## src/rtl/bias_arbiter.sv

```systemverilog
// Shares one bias evaluation unit (Y = A | (B & C)) among N_REQ valid/ready requesters.
// Define BIAS_ARB_ROUND_ROBIN_EN for round-robin arbitration; otherwise the lowest index always wins.
module bias_arbiter #(
  parameter int N_REQ = 4,
  parameter int ID_W  = 2
) (
  input  logic                 clk,
  input  logic                 rst,
  input  logic [N_REQ-1:0]     req_valid,
  input  logic [3*N_REQ-1:0]   req_abc,
  output logic [N_REQ-1:0]     req_ready,
  output logic                 rsp_valid,
  output logic [ID_W-1:0]      rsp_id,
  output logic                 rsp_y,
  input  logic                 rsp_ready,
  output logic                 busy
);

  typedef enum logic [1:0] {
    IDLE = 2'd0,
    EVAL = 2'd1,
    RESP = 2'd2
  } state_t;

  state_t          state;
  state_t          state_next;
  logic [ID_W-1:0] ptr;
  logic [ID_W-1:0] win_idx;
  logic [ID_W-1:0] cand;
  logic            win_found;
  logic            grant;
  logic [2:0]      abc_sel;
  logic [2:0]      abc_q;
  logic [ID_W-1:0] id_q;

  // Search upward from the pointer, wrapping at N_REQ; the first valid requester wins.
  always_comb begin
    win_idx   = '0;
    win_found = 1'b0;
    cand      = '0;
    for (int k = 0; k < N_REQ; k++) begin
      cand = ID_W'((int'(ptr) + k) % N_REQ);
      if (!win_found && req_valid[cand]) begin
        win_found = 1'b1;
        win_idx   = cand;
      end
    end
  end

  assign grant     = (state == IDLE) && !rst && win_found;
  assign req_ready = grant ? (N_REQ'(1) << win_idx) : '0;
  assign busy      = (state != IDLE);

  // Operand mux uses constant slice bases so only the winner's field is ever looked at.
  always_comb begin
    abc_sel = 3'b000;
    for (int k = 0; k < N_REQ; k++) begin
      if (ID_W'(k) == win_idx) begin
        abc_sel = req_abc[3*k +: 3];
      end
    end
  end

`ifdef BIAS_ARB_ROUND_ROBIN_EN
  always_ff @(posedge clk) begin
    if (rst) begin
      ptr <= '0;
    end else if (grant) begin
      ptr <= (win_idx == ID_W'(N_REQ - 1)) ? '0 : win_idx + 1'b1;
    end
  end
`else
  assign ptr = '0;
`endif

  always_comb begin
    state_next = state;
    case (state)
      IDLE:    if (grant) state_next = EVAL;
      EVAL:    state_next = RESP;
      RESP:    if (rsp_ready) state_next = IDLE;
      default: state_next = IDLE;
    endcase
  end

  // Response registers hold steady through backpressure until the handshake edge.
  always_ff @(posedge clk) begin
    if (rst) begin
      state     <= IDLE;
      abc_q     <= 3'b000;
      id_q      <= '0;
      rsp_valid <= 1'b0;
      rsp_id    <= '0;
      rsp_y     <= 1'b0;
    end else begin
      state <= state_next;
      if (grant) begin
        abc_q <= abc_sel;
        id_q  <= win_idx;
      end
      if (state == EVAL) begin
        rsp_y     <= abc_q[2] | (abc_q[1] & abc_q[0]);
        rsp_id    <= id_q;
        rsp_valid <= 1'b1;
      end else if (state == RESP && rsp_ready) begin
        rsp_valid <= 1'b0;
      end
    end
  end

endmodule

```

## config.mk

```make
export PLATFORM = sky130hd
export DESIGN_NAME = bias_arbiter
export DESIGN_NICKNAME = d
export VERILOG_FILES = /design/src/rtl/bias_arbiter.sv
export SDC_FILE = /design/constraint.sdc
export NUM_CORES = 1
export LEC_CHECK = 0
export ABC_CLOCK_PERIOD_IN_PS = 2400
export BUFFER_PORTS_ARGS = -buffer_cell sky130_fd_sc_hd__buf_2
export CORE_MARGIN = 2
export CORE_UTILIZATION = 40
export CTS_CLUSTER_DIAMETER = 100
export DETAILED_ROUTE_END_ITERATION = 16
export PLACE_DENSITY = 0.69
export SLEW_MARGIN = 20
export SYNTH_ARGS = -nofsm -noshare
export SYNTH_HDL_FRONTEND = slang
export SYNTH_SLANG_ARGS = --single-unit
```

## constraint.sdc

```tcl
create_clock -name clk -period 2.4 [get_ports clk]
set_input_delay 0.36 -clock clk [delete_from_list [all_inputs] [get_ports clk]]
set_output_delay 0.36 -clock clk [all_outputs]
set_load 0.01 [all_outputs]
```

==> metrics <==
outcome=completed; global route overflow=0; CP Cell Sequence=or2_0 > nor2_1 > and3_1 > buf_2; Root Driver=clkbuf_4; Worst-Skew Late Latency=approximately 0.27 ns; initial core utilization=0.430; DRT Pass-1 Iters=3; ys flop type=dfxtp_1; Via density=4.92; Yosys reg bits=11; CTS hold repair buffers=0; hold path cells=3; Setup TNS Final=0 ns; Synthesized Nets=102; sequential fraction of design power=0.467; Final setup viols=0; clock skew=between 0.003 and 0.004 ns; Worst Tran Pin Value=between 0.4 and 0.5 ns; fmax=approximately 570 MHz; switch share=0.301; YS warnings=0; final core occ=0.526; DIE AREA=1980 um^2; EDFF count, synth=0; hold slack final=~0.35 ns; Final Cycle Share=0.730; final hold violations=0; CTS Buffer Depth=2; Mapped Avg Cell Area=a little under 8 um^2; largest net degree at the start of global routing=15; max incr delay on CP=0.43 ns; routability congestion estimate=~0.74; global-route wire length before repair=approximately 2300 um; DIE HEIGHT=44.5 um; worst hold path type=in2reg; FF-to-FF path depth=4; number of max-cap violations=0; ys async rst share=0; Cell Area, Synth=656 um^2; Yosys cell types=27; nets=about 130; Ports=28; # fillers=roughly 160; IO buf count=27; share of cells above drive strength 1=0.321; die width=around 44 um; Layout area overhead=22.3%; CTS Buf Count=3; CTS tree=done; Worst setup SP type=flop; crit-path max FO=6; Crit Path Category=reg2out; post-route minimum period=1.75 ns; clock share of power=0.278; internal power=between 0.3 and 0.4 mW; post-route ant nets=0; gr usage total=0.159; Post-DP Area=just under 800 um^2; postcts setup bufs=0; Core Rows=14; Total Routed Length=~1300 um; commonest non-fill, non-tap cell in the layout=buf_2; Final Instance Area=between 800 and 900 um^2; Ant. Diodes=0; cts repair resizes=0; P_sw=around 0.14 mW; vias in the first global route=about 550; WP data required=between 2 and 2.5 ns; peak supply drop=approximately 0.17 mV; total power=between 0.4 and 0.5 mW; leakage power=0.366 nW; routed len/inst=10.4 um; most frequent cells in the layout=buf_2, nor2_1, dfxtp_1, a21oi_1, nor3_1; Pwr Density=between 500 and 600 nW/um^2; Post-Synthesis Cells=between 80 and 90; DR DRC count=0; Clock Pin Slew Worst Setup and Hold Paths=~0.060 ns; Core ar.=roughly 1500 um^2; combinational power share=0.255; Detailed Place HPWL=between 1000 and 1500 um; Critical Path Slowest Stage Cell=dfxtp_1; via count=just over 600; Slew HR=0.719; final slew viol count=0; crit end category=output port; drt initial violations=1; H-tree lvl count=1; RSZ-0062 raised after global routing=no; register area share after synthesis=0.336; initial antenna violation count=0; clock sinks=11; critical path data arrival time=~1.4 ns
registers in the layout, indices dropped and copies added (netlist names):
| signal | cells |
|---|---|
| rsp_id | 2 |
| rsp_valid | 1 |
| rsp_y | 1 |
| id_q | 2 |
| state | 2 |
| abc_q | 3 |
cell usage after synthesis, types with 2 or more instances:
cell	instances	area [um^2]
a21oi_1	7	35.0
o21ai_1	2	10.0
dfxtp_1	11	220
inv_1	2	7.51
nand2_1	5	18.8
clkbuf_1	2	7.51
nor2_1	21	78.8
nor3_1	6	30.0
o21ai_0	2	10.0
nor2b_1	3	18.8
mux2i_1	2	20.0
nor3b_1	2	15.0
a311oi_1	3	26.3
buf_6	2	22.5
cell type report:
class,instances,area [um^2],area share
multi-input combinational,65,393,0.490
sequential,11,220,0.275
inverter,2,7.51,0.00936
timing repair buffer,27,135,0.168
clock buffer,4,26.3,0.0328
tap,16,20.0,0.0250
cell families after synthesis:
| group | share of synthesized area |
|---|---|
| compound gates | 0.147 |
| buf+inv | 0.0649 |
| flops | 0.336 |
| mux | 0.0305 |
| simple gates | 0.422 |
per-layer routing:
metal	GRT usage	up-vias	share of wire	routed length [um]
li1	-	340	-	-
met1	0.192	248	0.48	624
met2	0.246	22	0.44	579
met3	0.0245	5	0.043	56
met4	0.127	0	0.034	45
met5	0	-	0	0
metrics by stage:
| step | std cells | worst slack (ns) |
|---|---|---|
| floorplan | 83 | 0.973 |
| global placement | 121 | 0.830 |
| detailed placement | 121 | 0.817 |
| CTS | 125 | 0.643 |
| global route | 125 | 0.540 |
| finish | 125 | 0.648 |
path summary, 6_finish.rpt:
check,endpoint,from,slack [ns]
min,abc_q[1],req_abc[10],0.35
min reg2reg,rsp_y,rsp_y,0.49
max,req_ready[2],state[0],0.65
max reg2reg,abc_q[0],state[0],1.10
power by group through the flow:
stage	clock network, mW	registers, mW	logic [mW]
6_report	0.127	0.213	0.116
2_1_floorplan	0	0.216	0.0822
3_3_place_gp	0	0.217	0.115
5_1_grt	0.139	0.215	0.134
3_5_place_dp	0	0.217	0.117
4_1_cts	0.130	0.213	0.117
critical path, delay by kind of cell, from the launching register on:
kind | cells | cell delay (ns)
DFF | 1 | 0.43
and+or+nand+nor | 3 | 0.57
buffers and inverters | 1 | 0.13
No activity file was read; power rests on OpenSTA's default activity.
